`src/rtl/dtcm_port_arbiter_pkg.sv`:
```
// Shared constants and types for the DTCM port arbiter: bus widths, owner tags and arbitration states.
package dtcm_port_arbiter_pkg;

  localparam int unsigned DATA_WIDTH = 32;
  localparam int unsigned DTCM_SIZE  = 65536;
  localparam int unsigned ADDR_WIDTH = $clog2(DTCM_SIZE);

  typedef enum logic {
    ARB_CORE_PRI = 1'b0,
    ARB_S_PRI    = 1'b1
  } arb_state_e;

  localparam logic TAG_C = 1'b0;
  localparam logic TAG_S = 1'b1;

endpackage

```
`src/rtl/dtcm_port_arbiter_tag_fifo.sv`:
```
// In-order FIFO of 1-bit read-owner tags; DEPTH must be a power of 2.
module arb_tag_fifo #(
  parameter int unsigned DEPTH = 2
) (
  input  logic cpu_clk,
  input  logic cpu_rstn,
  input  logic i_push,
  input  logic i_push_tag,
  input  logic i_pop,
  output logic o_full,
  output logic o_empty,
  output logic o_head
);

  localparam int unsigned PW = (DEPTH > 1) ? $clog2(DEPTH) : 1;
  localparam logic [PW:0]   FULL_CNT = (PW + 1)'(DEPTH);
  localparam logic [PW:0]   CNT_ONE  = (PW + 1)'(1);
  localparam logic [PW-1:0] PTR_ONE  = PW'(1);

  logic [DEPTH-1:0] r_mem;
  logic [PW-1:0]    r_wr_ptr;
  logic [PW-1:0]    r_rd_ptr;
  logic [PW:0]      r_count;
  logic             w_push;
  logic             w_pop;

  assign o_full  = (r_count == FULL_CNT);
  assign o_empty = (r_count == '0);
  assign o_head  = r_mem[r_rd_ptr];
  assign w_push  = i_push && !o_full;
  assign w_pop   = i_pop && !o_empty;

  always_ff @(posedge cpu_clk or negedge cpu_rstn) begin
    if (!cpu_rstn) begin
      r_mem    <= '0;
      r_wr_ptr <= '0;
      r_rd_ptr <= '0;
      r_count  <= '0;
    end else begin
      if (w_push) begin
        r_mem[r_wr_ptr] <= i_push_tag;
        r_wr_ptr        <= r_wr_ptr + PTR_ONE;
      end
      if (w_pop) r_rd_ptr <= r_rd_ptr + PTR_ONE;
      if (w_push && !w_pop)      r_count <= r_count + CNT_ONE;
      else if (!w_push && w_pop) r_count <= r_count - CNT_ONE;
    end
  end

endmodule

```
`src/rtl/dtcm_port_arbiter.sv`:
```
// Two-requester DTCM port arbiter (core C, system S) with in-order read-return routing.
// Define KRV_DTCM_ARB_BOOST_EN to add the S anti-starvation boost FSM.
module dtcm_port_arbiter
  import dtcm_port_arbiter_pkg::*;
#(
  parameter int unsigned TAG_DEPTH = 2
`ifdef KRV_DTCM_ARB_BOOST_EN
  , parameter int unsigned WAIT_LIMIT = 8
`endif
) (
  input  logic                  cpu_clk,
  input  logic                  cpu_rstn,
  input  logic                  c_access,
  input  logic                  c_rd0_wr1,
  input  logic [3:0]            c_byte_strobe,
  input  logic [DATA_WIDTH-1:0] c_write_data,
  input  logic [ADDR_WIDTH-1:0] c_addr,
  output logic                  c_ready,
  output logic [DATA_WIDTH-1:0] c_read_data,
  output logic                  c_read_data_valid,
  input  logic                  s_access,
  input  logic                  s_rd0_wr1,
  input  logic [3:0]            s_byte_strobe,
  input  logic [DATA_WIDTH-1:0] s_write_data,
  input  logic [ADDR_WIDTH-1:0] s_addr,
  output logic                  s_ready,
  output logic [DATA_WIDTH-1:0] s_read_data,
  output logic                  s_read_data_valid,
  output logic                  dtcm_access,
  input  logic                  dtcm_ready,
  output logic                  dtcm_rd0_wr1,
  output logic [3:0]            dtcm_byte_strobe,
  output logic [DATA_WIDTH-1:0] dtcm_write_data,
  output logic [ADDR_WIDTH-1:0] dtcm_addr,
  input  logic [DATA_WIDTH-1:0] dtcm_read_data,
  input  logic                  dtcm_read_data_valid,
  output logic                  arb_busy
);

  arb_state_e w_state;
  logic       w_grant_c;
  logic       w_grant_s;
  logic       w_rd;
  logic       w_block;
  logic       w_full;
  logic       w_empty;
  logic       w_head;
  logic       w_push;
  logic       w_pop;

  always_comb begin
    w_grant_c = c_access && ((w_state == ARB_CORE_PRI) || !s_access);
    w_grant_s = s_access && !w_grant_c;
    w_rd      = w_grant_c ? !c_rd0_wr1 : (w_grant_s && !s_rd0_wr1);
    w_block   = w_rd && w_full;
  end

  always_comb begin
    dtcm_rd0_wr1     = 1'b0;
    dtcm_byte_strobe = '0;
    dtcm_write_data  = '0;
    dtcm_addr        = '0;
    if (w_grant_c) begin
      dtcm_rd0_wr1     = c_rd0_wr1;
      dtcm_byte_strobe = c_byte_strobe;
      dtcm_write_data  = c_write_data;
      dtcm_addr        = c_addr;
    end else if (w_grant_s) begin
      dtcm_rd0_wr1     = s_rd0_wr1;
      dtcm_byte_strobe = s_byte_strobe;
      dtcm_write_data  = s_write_data;
      dtcm_addr        = s_addr;
    end
  end

  assign dtcm_access = (w_grant_c || w_grant_s) && !w_block;
  assign c_ready     = w_grant_c && dtcm_ready && !w_block;
  assign s_ready     = w_grant_s && dtcm_ready && !w_block;

  assign w_push = (c_access && c_ready && !c_rd0_wr1) ||
                  (s_access && s_ready && !s_rd0_wr1);
  assign w_pop  = dtcm_read_data_valid && !w_empty;

  arb_tag_fifo #(.DEPTH(TAG_DEPTH)) u_tag_fifo (
    .cpu_clk    (cpu_clk),
    .cpu_rstn   (cpu_rstn),
    .i_push     (w_push),
    .i_push_tag (w_grant_s ? TAG_S : TAG_C),
    .i_pop      (w_pop),
    .o_full     (w_full),
    .o_empty    (w_empty),
    .o_head     (w_head)
  );

  // A return with no tag outstanding is dropped (e.g. from a read issued before reset).
  assign c_read_data_valid = w_pop && (w_head == TAG_C);
  assign s_read_data_valid = w_pop && (w_head == TAG_S);
  assign c_read_data       = c_read_data_valid ? dtcm_read_data : '0;
  assign s_read_data       = s_read_data_valid ? dtcm_read_data : '0;
  assign arb_busy          = !w_empty;

`ifdef KRV_DTCM_ARB_BOOST_EN
  localparam int unsigned CW = (WAIT_LIMIT > 2) ? $clog2(WAIT_LIMIT) : 1;
  localparam logic [CW-1:0] CNT_MAX = CW'(WAIT_LIMIT - 1);
  localparam logic [CW-1:0] CNT_ONE = CW'(1);

  arb_state_e    r_state;
  arb_state_e    w_state_nxt;
  logic [CW-1:0] r_wait_cnt;
  logic          w_s_accept;
  logic          w_s_refused;

  assign w_s_accept  = s_access && s_ready;
  assign w_s_refused = s_access && !s_ready;

  always_ff @(posedge cpu_clk or negedge cpu_rstn) begin
    if (!cpu_rstn) begin
      r_state    <= ARB_CORE_PRI;
      r_wait_cnt <= '0;
    end else begin
      r_state <= w_state_nxt;
      if (w_s_accept)
        r_wait_cnt <= '0;
      else if (w_s_refused && (r_wait_cnt != CNT_MAX))
        r_wait_cnt <= r_wait_cnt + CNT_ONE;
    end
  end

  // Counter saturates at the trigger value so a dropped-and-reraised S re-boosts on its next refusal.
  always_comb begin
    w_state_nxt = r_state;
    case (r_state)
      ARB_CORE_PRI: if (w_s_refused && (r_wait_cnt == CNT_MAX)) w_state_nxt = ARB_S_PRI;
      ARB_S_PRI:    if (w_s_accept || !s_access)                w_state_nxt = ARB_CORE_PRI;
      default:      w_state_nxt = ARB_CORE_PRI;
    endcase
  end

  assign w_state = r_state;
`else
  assign w_state = ARB_CORE_PRI;
`endif

`ifndef SYNTHESIS
  logic r_seen_rd;

  always_ff @(posedge cpu_clk or negedge cpu_rstn) begin
    if (!cpu_rstn)   r_seen_rd <= 1'b0;
    else if (w_push) r_seen_rd <= 1'b1;
  end

  a_no_orphan_return: assert property (@(posedge cpu_clk) disable iff (!cpu_rstn)
    !(dtcm_read_data_valid && w_empty && r_seen_rd));
`endif

endmodule

```
`config.mk`:
```
export PLATFORM = sky130hd
export DESIGN_NAME = dtcm_port_arbiter
export DESIGN_NICKNAME = d
export VERILOG_FILES = /design/src/rtl/dtcm_port_arbiter_pkg.sv /design/src/rtl/dtcm_port_arbiter_tag_fifo.sv /design/src/rtl/dtcm_port_arbiter.sv
export SDC_FILE = /design/constraint.sdc
export NUM_CORES = 1
export LEC_CHECK = 0
export ABC_CLOCK_PERIOD_IN_PS = 1900
export CAP_MARGIN = 20
export CORE_AREA = 2 2 103 105
export CTS_CLUSTER_SIZE = 25
export DETAILED_ROUTE_END_ITERATION = 12
export DIE_AREA = 0 0 105 107
export PLACE_DENSITY = 0.71
export SYNTH_ARGS = -nofsm -noshare
export SYNTH_HDL_FRONTEND = slang
export SYNTH_HIERARCHICAL = 1
export SYNTH_SLANG_ARGS = --single-unit
export TNS_END_PERCENT = 10
```
`constraint.sdc`:
```
create_clock -name cpu_clk -period 1.9 [get_ports cpu_clk]
set_input_delay 0.38 -clock cpu_clk [delete_from_list [all_inputs] [get_ports cpu_clk]]
set_output_delay 0.38 -clock cpu_clk [all_outputs]
set_load 0.03 [all_outputs]
```
**Word-level counts from Yosys, hierarchy flattened**

Cells that the tools add are included.

- ROM bits: 0
- Logic and storage cells: 64
- Bits of input ports: 144
- Output and inout port bits: 123
- Bits in registers: 6
- RAM bits: 0
- Memories kept: 0
- Bits in latches: 0

- $mul: 0
- Shifts and indexed selects: 0
- Order comparisons: 3
- Reduce and logical (&&, ||, !) cells: 32
- Eq/ne operators: 1
- Bitwise logic cells: 1
- Div/mod/pow operators: 0
- Add/sub/neg operators: 4
- Multiplexer cells: 19

Operators with widths:

| operator | number |
|---|---|
| two-way mux 32 bit | 4 |
| two-way mux 16 bit | 2 |
| logical AND 1 bit | 20 |
| logical NOT 1 bit | 8 |
| two-way mux 4 bit | 2 |
| two-way mux 1 bit | 7 |
| less-than comparator 1 x 2 -> 1 bit, second input constant | 2 |
| two-way mux 2 bit | 2 |
| adder 1 bit, second input constant | 2 |
| adder 2 x 1 -> 2 bit, second input constant | 1 |
| bitwise mux 2 bit | 1 |
| == test 2 bit, second input constant | 1 |
| logical NOT 2 bit | 1 |
| logical OR 1 bit | 2 |
| nonzero test 2 bit | 1 |
| subtractor 2 x 1 -> 2 bit, second input constant | 1 |
| demux 1 bit (select 1 bit) | 1 |
| >= comparator 1 bit, second input constant | 1 |
| inverter 1 bit | 1 |

**Depth between registers and ports, before layout**

- Word-level depth: 15
- Depth in mapped cells: 9
- Gate-level depth less buffers: 9

**Modules after synthesis**

The synthesis kept the hierarchy.

Modules (own cells, without submodules):

| module | instances | area each (um^2) | sequential area each (um^2) | cells an instance |
|---|---|---|---|---|
| dtcm_port_arbiter | 1 | 1,187.4 | 0.0 | 149 |
| arb_tag_fifo | 1 | 284.0 | 150.1 | 23 |

**Worst setup path after synthesis**

OpenSTA, ideal clock, no wires.

- Path type: reg-to-output
- From: register u_tag_fifo.r_rd_ptr
- To: output port c_read_data[22]
- Setup slack: 0.037 ns
- Cell stages (with the launch flop): 5
- Arrival time: 1.483 ns
- Data required time: 1.520 ns
- Buffers on the path: 1
- Path through: dfrtp_1 -> mux2_2 -> nor3b_4 -> buf_6 -> and2_1

- Longest elaborated chain between the ends: 5

RTL lines:

| element | RTL line | source |
|---|---|---|
| start: declaration | dtcm_port_arbiter_tag_fifo.sv:22 | `logic [PW-1:0] r_rd_ptr;` |
| start signal: assignment | dtcm_port_arbiter_tag_fifo.sv:44 | `if (w_pop) r_rd_ptr <= r_rd_ptr + PTR_ONE;` |
| two-way mux 1 bit (implied by the code) (2 in a row) | dtcm_port_arbiter_tag_fifo.sv:29 | `assign o_head = r_mem[r_rd_ptr];` |
| named net w_head | dtcm_port_arbiter.sv:47 | `logic w_head;` |
| inverter 1 bit | dtcm_port_arbiter.sv:96 | `assign c_read_data_valid = w_pop && (w_head == TAG_C);` |
| logical AND 1 bit | dtcm_port_arbiter.sv:96 |  |
| named net c_read_data_valid | dtcm_port_arbiter.sv:20 | `output logic c_read_data_valid,` |
| two-way mux 32 bit | dtcm_port_arbiter.sv:98 | `assign c_read_data = c_read_data_valid ? dtcm_read_data : '0;` |
| end: declaration | dtcm_port_arbiter.sv:19 | `output logic [DATA_WIDTH-1:0] c_read_data,` |

The timed path passes the listed nets, and every way through them passes these cells. The select of a mux whose other input is x is not followed.

**Worst setup path in the final report**

- From: register u_tag_fifo.r_rd_ptr
- To: output port c_read_data[20]

- Longest elaborated chain between the ends: 5

RTL lines:

| element | RTL line |
|---|---|
| two-way mux 1 bit (implied by the code) (2 in a row) | dtcm_port_arbiter_tag_fifo.sv:29 |
| named net w_head | dtcm_port_arbiter.sv:47 |
| inverter 1 bit | dtcm_port_arbiter.sv:96 |
| logical AND 1 bit | dtcm_port_arbiter.sv:96 |
| two-way mux 32 bit | dtcm_port_arbiter.sv:98 |

The timed path passes the listed nets, and every way through them passes these cells. The select of a mux whose other input is x is not followed.

==> results.ini <==
[outcome]
status = finished, violations left
violations = negative setup slack

[setup_path]
critical_path_arrival_ns = 1.66
cpLargestDelayFamily = simple AND/OR/NAND/NOR gates
crit_buf_inv = 2
worst_path_largest_cell_delay_ns = 0.38
cp.required_ns = 1.52
crit_chain = mux2_4, nor3b_4, buf_12, and2_1, buf_6
critPathMaxFanout = 27
cp_slowest_cell = dfrtp_1
start_kind = register
criticalPathCategory = register to primary output
endpoint_kind = primary output

[logic_synthesis]
syn-cell-area_um2 = 1470
yosysTopAreaCellShare_pct = 32.1
synth-seq-cells = 6
synth_edf_count = 0
async_flop_share_pct = 100
syn_nets = 317
synth_seq_area_share_pct = 10.2
synth_warnings = 6
synth_top_flop_cell = dfrtp_1
ys_top_cells_by_area = a22o_1 32%, and2_4 17%, and2_1 14%
yosys.area.top_type = a22o_1
syn_inst = 172
synthDistinctLibCells = 28
syn_avg_cell_area_um2 = 8.55

[cells_and_area]
finalNonFillerCells = 576
final_layout_size_suffix_gt1_share_pct = 42.7
seq_area_um2 = 151
layout_common_cells = 140 x clkdlybuf4s50_1, 77 x buf_4, 53 x a22o_1, 53 x buf_6, 36 x and2_4
stdcell_area_um2 = 4370
fillers = 968
area_growth_pct = 197
nets = 587
multi_input_area_um2 = 1210
final_common_cell = clkdlybuf4s50_1
antenna_cells = 0

[pwr]
power.total_w = 0.00339
leakagePower_nw = 2.01
ir_drop_v = 0.000390
power_density_nw_per_um2 = 776

[timing]
timing.final.crit_share_pct = 107
worst_slack_ns = -0.136
worst_pin_slew_ns = 0.517
slew_headroom_pct = 65.5
maxSlewViolCount = 0
finalSetupViolations = 64
skew_ns = 0.00316
period_needed_ns = 2.04
hold_violations = 0
rsz0062_at_grt = yes
max_freq_mhz = 491
whs_ns = 0.408

[grt]
overflow = 0
grt_pass1_vias = 2446
grt_usage_pct = 14.1
antenna_found_initial = 0
grt_pass1_wl_um = 12800
grt_max_degree = 53

[min_path]
min_path_type = input port to async pin

[placed_design]
pre_cts_ws_ns = -0.320
portBuffers = 266
place_area_um2 = 4100
place_inst = 572
gp_congestion = 0.786
dpl.hpwl_um = 7030

[die]
start_util_pct = 14.6
io_pins = 267
floorplan.die.height_um = 107
core_um2 = 10100
dieArea_um2 = 11200
die_w_um = 105
fp-row-count = 37

[clock_tree]
cts_buffer_depth = 2
clkTransAtPathRegs_ns = 0.04
worstSkewPairLatency_ns = 0.22
cts_sinks = 6
cts_root_buffer = clkbuf_8
h-tree-depth = 1
tritoncts = yes
cts_buffers = 3

[job]
cap_viol_max_count = 0

[detailed_routing]
wl_per_cell_um = 15.2
drt_pass1_iterations = 4
route.detailed.drc = 0
viasPerCell = 4.23
num_vias = 2435
ant_nets = 0
detail_route.wirelength_um = 8770
drt_iter0_drc = 99

==> flip-flops by register name (all words and copies together), names as in the netlist <==
signal,flops
u_tag_fifo/r_mem,2
u_tag_fifo/r_count,2
u_tag_fifo/r_rd_ptr,1
u_tag_fifo/r_wr_ptr,1
==> routing by layer <==
| metal | global-route usage (%) | up-vias | share of wire (%) |
|---|---|---|---|
| li1 | - | 1159 | - |
| met1 | 16.0 | 1112 | 38 |
| met2 | 25.4 | 160 | 50 |
| met3 | 5.84 | 4 | 12 |
| met4 | 1.43 | 0 | 0.57 |
| met5 | 0 | - | 0 |
==> area by class of cell <==
class | count | area share, %
clock buffers | 3 | 0.945
multi-input cells | 146 | 27.7
flip-flops and latches | 6 | 3.46
inverters | 2 | 0.172
repair buffers | 283 | 63.8
well taps | 136 | 3.89
==> cell families after synthesis <==
group,share of synthesized area (%)
compound gates,32.8
xor+xnor,2.98
fa+ha+maj,0.850
buf+inv,9.95
flops,10.2
mux,2.30
simple gates,40.9
==> stage by stage <==
step | utilization (%) | setup TNS, ns
floorplan | - | 0
global placement | 40.6 | -6.54
detailed placement | 40.6 | -8.13
CTS | 43.2 | -6.95
global route | 43.3 | -9.54
finish | 43.3 | -6.13
==> power by group <==
| part | switching, W | internal, W | leakage [nW] | total, W |
|---|---|---|---|---|
| Combinational | 0.00148 | 0.00148 | 1.91 | 0.00295 |
| Clock | 0.0000513 | 0.000136 | 0.0216 | 0.000187 |
| Sequential | 0.0000559 | 0.000196 | 0.0718 | 0.000252 |
==> path summary, 6_finish.rpt <==
path                            slack [ns]  cells after the start                                 to                              start
worst min-delay path                  0.41                      1  u_tag_fifo/r_count[1]$_DFFE_PN0P_                           cpu_rstn
worst max register to register        0.16                      8  u_tag_fifo/r_count[1]$_DFFE_PN0P_  u_tag_fifo/r_count[0]$_DFFE_PN0P_
worst max-delay path                 -0.14                      5                    c_read_data[20]    u_tag_fifo/r_rd_ptr$_DFFE_PN0P_
max in group asynchronous             1.25                      1  u_tag_fifo/r_count[0]$_DFFE_PN0P_                           cpu_rstn
worst min register to register        0.49                      1    u_tag_fifo/r_wr_ptr$_DFFE_PN0P_    u_tag_fifo/r_wr_ptr$_DFFE_PN0P_
min in group cpu_clk                  0.49                      1    u_tag_fifo/r_wr_ptr$_DFFE_PN0P_    u_tag_fifo/r_wr_ptr$_DFFE_PN0P_
==> synthesized netlist by cell type (2+ instances only) <==
cell	instances
nor2_1	2
buf_6	6
a22o_1	54
dfrtp_1	6
xor2_1	3
and2_2	3
and3_1	2
nand2b_1	4
buf_4	5
and2_1	33
xnor2_1	2
inv_1	2
mux2_1	2
buf_2	6
and2_4	29
==> timing repair <==
item	CTS	global route
hold buffers	0	0
gates resized for setup	64	3
buffers inserted	1	0
setup endpoints to repair	123	68
pin swaps	17	12
hold endpoints to repair	0	0
==> worst reg2reg max path, stage by stage (launching register included) <==
cell and delay, ns:
dfrtp_2 0.43, nand2b_2 0.21, inv_1 0.10, nand2b_1 0.14, a21oi_2 0.05, and2_4 0.14, ha_1 0.32, nor2_1 0.14
xor2_1 0.15
Power figures use the tool's default switching activity.
